===== src/rtl/dct_quant_zigzag_pkg.sv =====
// Shared constants for dct_quant_zigzag: width defaults, JPEG luminance
// quantizer table, zigzag-to-raster map, reciprocal table builder and FSM states.
package dct_pkg;

  localparam int unsigned COEF_W_DEF  = 12;
  localparam int unsigned Q_W_DEF     = 8;
  localparam int unsigned RECIP_W_DEF = 16;

  typedef enum logic {ST_LOAD, ST_DRAIN} state_e;

  localparam int unsigned QTAB [64] = '{
    16, 11, 10, 16,  24,  40,  51,  61,
    12, 12, 14, 19,  26,  58,  60,  55,
    14, 13, 16, 24,  40,  57,  69,  56,
    14, 17, 22, 29,  51,  87,  80,  62,
    18, 22, 37, 56,  68, 109, 103,  77,
    24, 35, 55, 64,  81, 104, 113,  92,
    49, 64, 78, 87, 103, 121, 120, 101,
    72, 92, 95, 98, 112, 100, 103,  99
  };

  localparam logic [5:0] ZZ [64] = '{
     0,  1,  8, 16,  9,  2,  3, 10,
    17, 24, 32, 25, 18, 11,  4,  5,
    12, 19, 26, 33, 40, 48, 41, 34,
    27, 20, 13,  6,  7, 14, 21, 28,
    35, 42, 49, 56, 57, 50, 43, 36,
    29, 22, 15, 23, 30, 37, 44, 51,
    58, 59, 52, 45, 38, 31, 39, 46,
    53, 60, 61, 54, 47, 55, 62, 63
  };

  typedef logic [63:0][31:0] recip_tab_t;

  // round(2^rw / Q); odd Q never produces an exact .5, so adding Q/2 is exact rounding
  function automatic recip_tab_t recip_table(int unsigned rw);
    recip_tab_t t;
    for (int unsigned i = 0; i < 64; i++)
      t[i] = 32'(((64'd1 << rw) + 64'(QTAB[i] / 2)) / 64'(QTAB[i]));
    return t;
  endfunction

  localparam recip_tab_t RECIP = recip_table(RECIP_W_DEF);

endpackage


===== src/rtl/dct_quant_zigzag_if.sv =====
// Row-input / zigzag-output handshake bundle for dct_quant_zigzag.
interface dct_quant_zigzag_if
  import dct_pkg::*;
#(
  parameter int unsigned COEF_W = COEF_W_DEF,
  parameter int unsigned Q_W    = Q_W_DEF
);
  logic                     in_valid;
  logic                     in_ready;
  logic signed [COEF_W-1:0] c0, c1, c2, c3, c4, c5, c6, c7;
  logic                     out_valid;
  logic                     out_ready;
  logic signed [Q_W-1:0]    out_coef;
  logic [5:0]               out_index;
  logic                     out_sat;
  logic                     out_last;

  modport master (
    output in_valid, c0, c1, c2, c3, c4, c5, c6, c7, out_ready,
    input  in_ready, out_valid, out_coef, out_index, out_sat, out_last
  );

  modport slave (
    input  in_valid, c0, c1, c2, c3, c4, c5, c6, c7, out_ready,
    output in_ready, out_valid, out_coef, out_index, out_sat, out_last
  );
endinterface


===== src/rtl/dct_quant_zigzag_coef_quant.sv =====
// Single-coefficient quantizer: reciprocal multiply, shift, saturate.
// QUANT_ROUND_EN selects round-half-up; default is floor.
module coef_quant #(
  parameter int unsigned COEF_W  = 12,
  parameter int unsigned Q_W     = 8,
  parameter int unsigned RECIP_W = 16
) (
  input  logic signed [COEF_W-1:0] coef_i,
  input  logic [RECIP_W-1:0]       recip_i,
  output logic signed [Q_W-1:0]    q_o,
  output logic                     sat_o
);
  localparam int unsigned P_W = COEF_W + RECIP_W + 2;
  localparam int unsigned S_W = P_W - RECIP_W;
  localparam logic signed [S_W-1:0] Q_MAX = {{(S_W-Q_W+1){1'b0}}, {(Q_W-1){1'b1}}};
  localparam logic signed [S_W-1:0] Q_MIN = {{(S_W-Q_W+1){1'b1}}, {(Q_W-1){1'b0}}};

  logic signed [P_W-1:0] prod;
  logic signed [P_W-1:0] biased;
  logic signed [S_W-1:0] shifted;

  always_comb begin
    prod = P_W'(coef_i) * P_W'($signed({1'b0, recip_i}));
`ifdef QUANT_ROUND_EN
    biased = prod + (P_W'(1) << (RECIP_W - 1));
`else
    biased = prod;
`endif
    shifted = S_W'(biased >>> RECIP_W);
    q_o     = Q_W'(shifted);
    sat_o   = 1'b0;
    if (shifted > Q_MAX) begin
      q_o   = Q_MAX[Q_W-1:0];
      sat_o = 1'b1;
    end else if (shifted < Q_MIN) begin
      q_o   = Q_MIN[Q_W-1:0];
      sat_o = 1'b1;
    end
  end
endmodule


===== src/rtl/dct_quant_zigzag.sv =====
// 8x8 block quantizer: loads eight rows, then streams 64 saturated coefficients
// in zigzag order. QUANT_ROUND_EN (in coef_quant) switches floor to round-half-up.
module dct_quant_zigzag
  import dct_pkg::*;
#(
  parameter int unsigned COEF_W  = COEF_W_DEF,
  parameter int unsigned Q_W     = Q_W_DEF,
  parameter int unsigned RECIP_W = RECIP_W_DEF
) (
  input logic               clk,
  input logic               reset,
  dct_quant_zigzag_if.slave bus
);
  localparam recip_tab_t RECIP_T = recip_table(RECIP_W);

  typedef struct packed {
    logic                  sat;
    logic signed [Q_W-1:0] q;
  } entry_t;

  state_e                state_q;
  logic [2:0]            row_cnt_q;
  logic [5:0]            idx_q;
  logic                  in_ready_q;
  logic                  out_valid_q;
  logic signed [Q_W-1:0] out_coef_q;
  logic                  out_sat_q;
  logic                  out_last_q;
  entry_t                mem_q [64];

  logic signed [COEF_W-1:0] coef [8];
  logic signed [Q_W-1:0]    qv [8];
  logic                     qs [8];
  logic                     accept;
  logic                     xfer;
  logic [5:0]               idx_d;
  entry_t                   rd_ent;

  always_comb begin
    coef[0] = bus.c0;
    coef[1] = bus.c1;
    coef[2] = bus.c2;
    coef[3] = bus.c3;
    coef[4] = bus.c4;
    coef[5] = bus.c5;
    coef[6] = bus.c6;
    coef[7] = bus.c7;
  end

  for (genvar k = 0; k < 8; k++) begin : g_col
    logic [RECIP_W-1:0] recip;
    assign recip = RECIP_W'(RECIP_T[{row_cnt_q, 3'(k)}]);
    coef_quant #(
      .COEF_W  (COEF_W),
      .Q_W     (Q_W),
      .RECIP_W (RECIP_W)
    ) u_quant (
      .coef_i  (coef[k]),
      .recip_i (recip),
      .q_o     (qv[k]),
      .sat_o   (qs[k])
    );
  end

  assign accept = bus.in_valid && in_ready_q;
  assign xfer   = out_valid_q && bus.out_ready;

  // Output registers are preloaded with the entry for the next index, so the
  // read address runs one ahead: 0 when entering DRAIN, idx+1 while draining.
  always_comb begin
    idx_d  = (state_q == ST_DRAIN) ? idx_q + 6'd1 : '0;
    rd_ent = mem_q[ZZ[idx_d]];
  end

  always_ff @(posedge clk) begin
    if (accept) begin
      for (int unsigned k = 0; k < 8; k++)
        mem_q[{row_cnt_q, 3'(k)}] <= '{sat: qs[k], q: qv[k]};
    end
  end

  always_ff @(posedge clk) begin
    if (reset) begin
      state_q     <= ST_LOAD;
      row_cnt_q   <= '0;
      idx_q       <= '0;
      in_ready_q  <= 1'b1;
      out_valid_q <= 1'b0;
      out_coef_q  <= '0;
      out_sat_q   <= 1'b0;
      out_last_q  <= 1'b0;
    end else begin
      case (state_q)
        ST_LOAD: begin
          if (accept) begin
            row_cnt_q <= row_cnt_q + 3'd1;
            if (row_cnt_q == 3'd7) begin
              state_q     <= ST_DRAIN;
              in_ready_q  <= 1'b0;
              out_valid_q <= 1'b1;
              idx_q       <= '0;
              out_coef_q  <= rd_ent.q;
              out_sat_q   <= rd_ent.sat;
              out_last_q  <= 1'b0;
            end
          end
        end
        ST_DRAIN: begin
          if (xfer) begin
            if (idx_q == 6'd63) begin
              state_q     <= ST_LOAD;
              in_ready_q  <= 1'b1;
              out_valid_q <= 1'b0;
              out_last_q  <= 1'b0;
              idx_q       <= '0;
              row_cnt_q   <= '0;
            end else begin
              idx_q      <= idx_d;
              out_coef_q <= rd_ent.q;
              out_sat_q  <= rd_ent.sat;
              out_last_q <= (idx_d == 6'd63);
            end
          end
        end
        default: state_q <= ST_LOAD;
      endcase
    end
  end

  assign bus.in_ready  = in_ready_q;
  assign bus.out_valid = out_valid_q;
  assign bus.out_coef  = out_coef_q;
  assign bus.out_index = idx_q;
  assign bus.out_sat   = out_sat_q;
  assign bus.out_last  = out_last_q;
endmodule


===== src/flat_wrapper.sv =====
// flat-port wrapper written by rule: the top's interface ports become plain ports
module dct_quant_zigzag_flat import dct_pkg::*;
#(
  parameter int unsigned COEF_W  = COEF_W_DEF,
  parameter int unsigned Q_W     = Q_W_DEF,
  parameter int unsigned RECIP_W = RECIP_W_DEF
)
  (clk, reset, bus_in_valid, bus_c0, bus_c1, bus_c2, bus_c3, bus_c4, bus_c5, bus_c6, bus_c7, bus_out_ready, bus_in_ready, bus_out_valid, bus_out_coef, bus_out_index, bus_out_sat, bus_out_last);
  dct_quant_zigzag_if #(.COEF_W(COEF_W), .Q_W(Q_W)) bus_i ();
  input logic clk;
  input logic reset;
  input wire logic [$bits(bus_i.in_valid)-1:0] bus_in_valid;
  input wire logic [$bits(bus_i.c0)-1:0] bus_c0;
  input wire logic [$bits(bus_i.c1)-1:0] bus_c1;
  input wire logic [$bits(bus_i.c2)-1:0] bus_c2;
  input wire logic [$bits(bus_i.c3)-1:0] bus_c3;
  input wire logic [$bits(bus_i.c4)-1:0] bus_c4;
  input wire logic [$bits(bus_i.c5)-1:0] bus_c5;
  input wire logic [$bits(bus_i.c6)-1:0] bus_c6;
  input wire logic [$bits(bus_i.c7)-1:0] bus_c7;
  input wire logic [$bits(bus_i.out_ready)-1:0] bus_out_ready;
  output wire logic [$bits(bus_i.in_ready)-1:0] bus_in_ready;
  output wire logic [$bits(bus_i.out_valid)-1:0] bus_out_valid;
  output wire logic [$bits(bus_i.out_coef)-1:0] bus_out_coef;
  output wire logic [$bits(bus_i.out_index)-1:0] bus_out_index;
  output wire logic [$bits(bus_i.out_sat)-1:0] bus_out_sat;
  output wire logic [$bits(bus_i.out_last)-1:0] bus_out_last;
  assign bus_i.in_valid = bus_in_valid;
  assign bus_i.c0 = bus_c0;
  assign bus_i.c1 = bus_c1;
  assign bus_i.c2 = bus_c2;
  assign bus_i.c3 = bus_c3;
  assign bus_i.c4 = bus_c4;
  assign bus_i.c5 = bus_c5;
  assign bus_i.c6 = bus_c6;
  assign bus_i.c7 = bus_c7;
  assign bus_i.out_ready = bus_out_ready;
  assign bus_in_ready = bus_i.in_ready;
  assign bus_out_valid = bus_i.out_valid;
  assign bus_out_coef = bus_i.out_coef;
  assign bus_out_index = bus_i.out_index;
  assign bus_out_sat = bus_i.out_sat;
  assign bus_out_last = bus_i.out_last;
  dct_quant_zigzag #(.COEF_W(COEF_W), .Q_W(Q_W), .RECIP_W(RECIP_W)) u_core (.clk(clk), .reset(reset), .bus(bus_i));
endmodule

===== config.mk =====
export PLATFORM = sky130hd
export DESIGN_NAME = dct_quant_zigzag_flat
export DESIGN_NICKNAME = d
export VERILOG_FILES = /design/src/rtl/dct_quant_zigzag_pkg.sv /design/src/rtl/dct_quant_zigzag_if.sv /design/src/rtl/dct_quant_zigzag_coef_quant.sv /design/src/rtl/dct_quant_zigzag.sv /design/src/flat_wrapper.sv
export SDC_FILE = /design/constraint.sdc
export NUM_CORES = 2
export LEC_CHECK = 0
export BUFFER_PORTS_ARGS = -buffer_cell sky130_fd_sc_hd__buf_4
export CAP_MARGIN = 20
export CORE_UTILIZATION = 35
export CTS_CLUSTER_SIZE = 24
export DETAILED_ROUTE_END_ITERATION = 16
export PLACE_DENSITY = 0.59
export RECOVER_POWER = 50
export SYNTH_ARGS = -nofsm -noshare
export SYNTH_HDL_FRONTEND = slang
export SYNTH_SLANG_ARGS = --single-unit
export TNS_END_PERCENT = 20

===== constraint.sdc =====
create_clock -name clk -period 20.8 [get_ports clk]
set_input_delay 4.16 -clock clk [delete_from_list [all_inputs] [get_ports clk]]
set_output_delay 4.16 -clock clk [all_outputs]
set_load 0.02 [all_outputs]

# Word level (Yosys, flattened, before mapping)

Memory sizes are Yosys's and may differ from the RTL's. A register that Yosys moved wholly into a read port is not among the register bits.
Cells that the tools add are included.

Add/subtract/negate cells: 2
$mul: 8
Order comparisons: 25
Equal/unequal tests: 8
Muxes and demuxes: 98
Bitwise logic cells: 2
Reductions and logical operators: 6

Operators by type and width:

| operator                                                  | number |
|---|---|
| multiplier 12 x 17 -> 29 bit                              | 8 |
| 2-to-1 mux 8 bit                                          | 20 |
| 2-to-1 mux 16 bit                                         | 8 |
| > comparator 14 x 8 -> 1 bit (second input constant)      | 8 |
| < comparator 14 x 8 -> 1 bit (second input constant)      | 8 |
| 2-to-1 mux 3 bit                                          | 19 |
| < comparator 6 x 7 -> 1 bit (second input constant)       | 8 |
| 2-to-1 mux 6 bit                                          | 7 |
| 2-to-1 mux 1 bit                                          | 36 |
| one-hot mux 8 bit (2 select lines)                        | 1 |
| == test 6 bit (second input constant)                     | 2 |
| one-hot mux 6 bit (2 select lines)                        | 1 |
| one-hot mux 1 bit (2 select lines)                        | 5 |
| AND reduction 4 bit                                       | 2 |
| greater-or-equal comparator 7 bit (second input constant) | 1 |
| inverter 6 -> 7 bit                                       | 1 |
| adder 6 x 1 -> 6 bit (second input constant)              | 1 |
| inequality test 2 bit (second input constant)             | 3 |
| one-hot mux 3 bit (2 select lines)                        | 1 |
| AND reduction 3 bit                                       | 2 |
| inequality test 2 x 1 -> 1 bit (second input constant)    | 2 |
| adder 3 x 1 -> 3 bit (second input constant)              | 1 |
| == test 3 bit (second input constant)                     | 1 |
| logical AND 1 bit                                         | 2 |
| inverter 1 bit                                            | 1 |

Register bits after elaboration: 22
Memory bits (writable): 576
Memory bits (read-only): 2432
Input bits: 100
Output and inout port bits: 18
Memories: 10

Memories:

| memory           | depth | bits a word | rd ports | clocked after memory_dff | write ports | line                   | text |
|---|---|---|---|---|---|---|---|
| u_core.mem_q     | 64    | 9           | 1        | 0                        | 8           | dct_quant_zigzag.sv:29 | `entry_t mem_q [64];` |
| (name not given) | 64    | 6           | 1        | 0                        | 0           | dct_quant_zigzag.sv:72 | `rd_ent = mem_q[ZZ[idx_d]];` |
| (name not given) | 8     | 32          | 1        | 1                        | 0           | dct_quant_zigzag.sv:52 | `assign recip = RECIP_W'(RECIP_T[{row_cnt_q, 3'(k)}]);` |
| (name not given) | 8     | 32          | 1        | 1                        | 0           | dct_quant_zigzag.sv:52 |  |
| (name not given) | 8     | 32          | 1        | 1                        | 0           | dct_quant_zigzag.sv:52 |  |
| (name not given) | 8     | 32          | 1        | 1                        | 0           | dct_quant_zigzag.sv:52 |  |
| +4 memories      | --    | --          | --       | --                       | --          | --                     |  |

# Depth between registers and ports, before layout

An unclocked memory read counts as a cell.

Word-level depth: 10
Depth in mapped cells: 26

# Hierarchy

A second synthesis with hierarchy kept.

Cells, all modules: 7774
Area, all modules: 78133.7 sq um

By module, submodules not included:

| module                                    | times used | cells an instance | area an instance (sq um) | sequential area each (sq um) |
|---|---|---|---|---|
| dct_quant_zigzag                          | 1          | 1728              | 27059.7                  | 19218.4 |
| coef_quant at u_core.g_col[3].u_quant ... | 3          | 775               | 6482.5                   | 0.0 |
| coef_quant at u_core.g_col[1].u_quant     | 1          | 750               | 6429.9                   | 0.0 |
| coef_quant at u_core.g_col[6].u_quant     | 1          | 762               | 6413.7                   | 0.0 |
| coef_quant at u_core.g_col[7].u_quant     | 1          | 741               | 6324.8                   | 0.0 |
| coef_quant at u_core.g_col[0].u_quant     | 1          | 738               | 6251.0                   | 0.0 |
| coef_quant at u_core.g_col[2].u_quant     | 1          | 730               | 6207.2                   | 0.0 |

# Least setup slack after synthesis

No wires, ideal clock.

Kind: input -> register
From: input bus_c0[3]
To: memory u_core.mem_q[0][3] (netlist bit), data pin
Library setup time: 0.268 ns
Data arrival time: 9.958 ns
Path slack: 10.575 ns
Stages: 22
Path buffers: 1
Cells stage by stage: clkbuf_1 -> nand2_1 -> fa_1 -> fa_1 -> inv_1 -> fa_1 -> fa_1 -> inv_1 -> fa_1 -> inv_1 -> ha_1 -> a21o_1 -> a21oi_1 -> o21ai_0 -> a221oi_2 -> a21oi_1 -> a211o_1 -> a311oi_1 -> o21bai_1 -> xnor2_1 -> o41ai_4 -> a31o_2

RTL lines:

| item               | line                   | text |
|---|---|---|
| start: declaration | flat_wrapper.sv:13     | `input wire logic [$bits(bus_i.c0)-1:0] bus_c0;` |
| end: declaration   | dct_quant_zigzag.sv:29 |  |

# Worst setup path after layout

From: register u_core.idx_q[0], in the netlist u_core.bus.out_index[0]
To: register u_core.out_coef_q[6], in the netlist u_core.bus.out_coef[6]

Word-level cells in the longest chain between the ends: 10

Ends and longest elaborated chain:

| item                                                | line                                            | text |
|---|---|---|
| start: declaration                                  | dct_quant_zigzag.sv:23                          | `logic [5:0] idx_q;` |
| start signal: assignment                            | dct_quant_zigzag.sv:118                         | `idx_q <= idx_d;` |
| adder 6 x 1 -> 6 bit                                | dct_quant_zigzag.sv:71                          | `idx_d = (state_q == ST_DRAIN) ? idx_q + 6'd1 : '0;` |
| 2-to-1 mux 6 bit                                    | dct_quant_zigzag.sv:71                          |  |
| inverter 6 -> 7 bit (implied by the code)           | dct_quant_zigzag.sv:72                          |  |
| memory (64 x 6 bit)                                 | --                                              |  |
| 2-to-1 mux 6 bit (implied by the code) (2 in a row) | dct_quant_zigzag.sv:72                          |  |
| memory (64 x 9 bit)                                 | --                                              |  |
| 2-to-1 mux 8 bit (on tied branches)                 | dct_quant_zigzag.sv:110, dct_quant_zigzag.sv:97 |  |
| 2-to-1 mux 8 bit (on tied branches)                 | dct_quant_zigzag.sv:109, dct_quant_zigzag.sv:95 |  |
| one-hot mux 8 bit (2 select lines)                  | dct_quant_zigzag.sv:93                          | `case (state_q)` |
| end signal: assignment                              | dct_quant_zigzag.sv:102                         | `out_coef_q <= rd_ent.q;` |
| end signal: assignment                              | dct_quant_zigzag.sv:119                         | `out_coef_q <= rd_ent.q;` |
| end: declaration                                    | dct_quant_zigzag.sv:26                          | `logic signed [Q_W-1:0] out_coef_q;` |

Parallel ways exist; a longest one is shown, timed or not. The select of a mux whose other input is x is not followed.
A chain may end at the register's enable or synchronous reset.

==> impl_metrics.yaml <==
drt:
  drt-initial-drc-count: 2981
  routedWlPerCell_um: 19.79
  via_count: 43240
  drcViolationCount: 0
  finalWirelength_um: 171500
  viasPerCell: 4.989
  ant_nets: 0
  dr.pass1.iters: 5
timing:
  grt_setup_unrepaired: "no"
  relSlewSlack: -2.230
  setup_viol: 0
  max_freq_mhz: 89.49
  tightest_slew_ns: 4.845
  finalCriticalPeriod_ns: 11.17
  fin_skew_ns: 0.02621
  fin_crit_sh: 0.5372
  hold_viol: 0
  drv_slew: 655
  setup_tns_ns: 0
hold_path:
  holdCritStartpoint: "u_core.bus.out_coef[2]$_SDFFE_PP0P_"
  min_path_cells: 2
  hold_path_class: "reg -> reg"
setup_path:
  r2r-start: "u_core.bus.out_index[0]$_SDFFE_PP0P_"
  crit_fanout: 27
  critical_path_required_ns: 21.31
  critPathLaunch: "u_core.bus.out_index[0]$_SDFFE_PP0P_"
  cp-end-kind: "register"
  r2r.worst_path.cells: 12
  crit_path_start_kind: "register"
  reg2reg_slack_ns: 9.63
  crit_arrival_ns: 11.68
  path_class: "reg -> reg"
global_route:
  antenna_found_initial: 11
  grt_pass1_vias: 45340
  overflow: 0
  grt_pass1_wl_um: 266500
  grt_max_degree: 152
  track_usage: 0.1840
yosys:
  yosys.area.top_type_share: 0.2655
  synth_top_area_cell: "edfxtp_1"
  synth_area_per_cell_sq_um: 10.57
  synth_fp_nets: 7730
  synth_seq_area_share: 0.2950
  synth_ff_type: "edfxtp_1"
  synth_edf_count: 576
  synthesis.area_sq_mm: 0.06515
  yosysUniqueCellTypes: 109
  ys_warn_count: 0
  netlist_top_cells_area: "edfxtp_1, fa_1, ha_1"
  synthCells: 6165
  ys_async_sr_fraction: 0
  synth_seq_cells: 672
clock_tree:
  clock-sinks: 672
  cts_buffer_depth: 3
  worstSkewPairLatency_ns: 0.61
  cts_resized: 0
  clk_pin_slew_ns: 0.06
  postCtsHoldBufs: 0
  htreeDepth: 3
  cts-buffers-inserted: 72
  cts_tree: "built"
  cts-root-buf: "clkbuf_16"
  post_cts_buffers: 0
final_layout:
  drive_above_1_share: 0.05389
  final_util: 0.3831
  final_cells: 8666
  nets: 7705
  final_common_cell: "inv_1"
  final_area_sq_mm: 0.07051
  area_growth_pct: 8.236
  layout_common_cells: "inv_1, fa_1, ha_1"
run_status:
  violations: "capacitance limit, slew limit"
  outcome: "finished, violations left"
flow_run:
  cap_violations: 18
floorplanning:
  die_area_sq_mm: 0.1879
  start_util: 0.3539
  rows: 157
  die_w_um: 433.4
  die_h_um: 433.4
  core_area_sq_mm: 0.1841
  ios: 118
pwr:
  internal_power_mw: 4.025
  switching_share: 0.4242
  ir_worst_vdd_mv: 0.06725
  clkPwrFrac: 0.182
  power.sequential.fraction: 0.261
  power_density_mw_per_mm2: 99.13
  power_leakage_nw: 31.98
  p_switching_mw: 2.965
  p_comb_frac: 0.556
placed_design:
  dp_hpwl_um: 128000
  dp_cells: 8528
  dpl_cell_area_sq_mm: 0.06837
  io_buffers: 117
  gp_congestion: 0.8551
## per-stage QoR
step                hold slack, ns  total power [mW]  setup WS [ns]
floorplan                   0.5691             4.525          10.57
global placement            0.4988             5.672          9.364
detailed placement          0.5067             5.750          9.247
CTS                         0.5143             7.057          9.871
global route                0.5524             7.633          9.545
finish                      0.5053             6.990          9.626
## Yosys cell counts (all sizes together) (42+ instances only)
cell and instances:
a211o 43, a21o 78, a21oi 128, and2 478
buf 68, clkbuf 202, dfxtp 96, edfxtp 576
fa 780, ha 685, inv 1151, mux2i 210
nand2 672, nand2b 63, nor2 177, nor2b 63
nor3 47, o21ai 82, o22ai 53, xnor2 42
## sequential cells by signal, summed over array words and instances (netlist names)
name / count
u_core.bus.out_last: 1
u_core.bus.out_coef: 8
u_core.bus.out_index: 6
u_core.state_q: 1
u_core.bus.out_valid: 1
u_core.mem_q: 576
u_core.bus.in_ready: 1
u_core.g_col.recip: 74
u_core.row_cnt_q: 3
u_core.bus.out_sat: 1
## layer usage
metal  track usage  wire, um  up-vias
li1              -         -    19960
met1        0.2463     75580    21940
met2        0.3156     83080     1125
met3       0.02149      8862      206
met4       0.04472      3926        6
met5             0        33        -
## power groups by stage
stage	Combinational [mW]	Sequential [mW]	Clock, mW
after floorplan	2.72	1.81	0
after detailed placement	3.90	1.85	0
after global routing	4.46	1.83	1.34
final	3.89	1.83	1.27
after CTS	3.94	1.82	1.29
after global placement	3.82	1.85	0
## critical path, stage by stage, from the launching register on
cell      delay (ns)
dfxtp_1         0.93
ha_1            0.64
and3_1          0.31
mux2i_1         1.39
mux2i_1         0.31
mux2i_1         0.16
a211oi_4        0.27
clkbuf_1        1.69
nand2b_1        1.60
nor3_1          2.83
a221oi_1        0.33
o22a_1          0.32
a311oi_1        0.28
## cell type report
cell class / count / area (sq um)
Timing Repair Buffer: 171 / 1201
Fill cell: 18030 / 113600
Multi-Input combinational cell: 4067 / 40320
Inverter: 1156 / 4340
Tap cell: 2464 / 3083
Antenna cell: 4 / 10.01
Sequential cell: 672 / 19220
Clock buffer: 100 / 2036
Clock inverter: 32 / 300.3
## logic make-up after synthesis
kind of cell,after synthesis,share of synthesized area
buffers and inverters,1426,0.08608
DFF,672,0.2950
AOI/OAI and AO/OA,656,0.07187
adders and majority gates,1466,0.3714
xor gates and xnor gates,71,0.009834
muxes,240,0.04066
and+or+nand+nor,1634,0.1251
## final timing paths
kind,end
worst max-delay path,u_core.bus.out_coef[6]$_SDFFE_PP0P_
worst min-delay path,u_core.bus.out_coef[2]$_SDFFE_PP0P_
worst max register to register,u_core.bus.out_coef[6]$_SDFFE_PP0P_
worst min register to register,u_core.bus.out_coef[2]$_SDFFE_PP0P_
(Power assumes the default switching activity.)
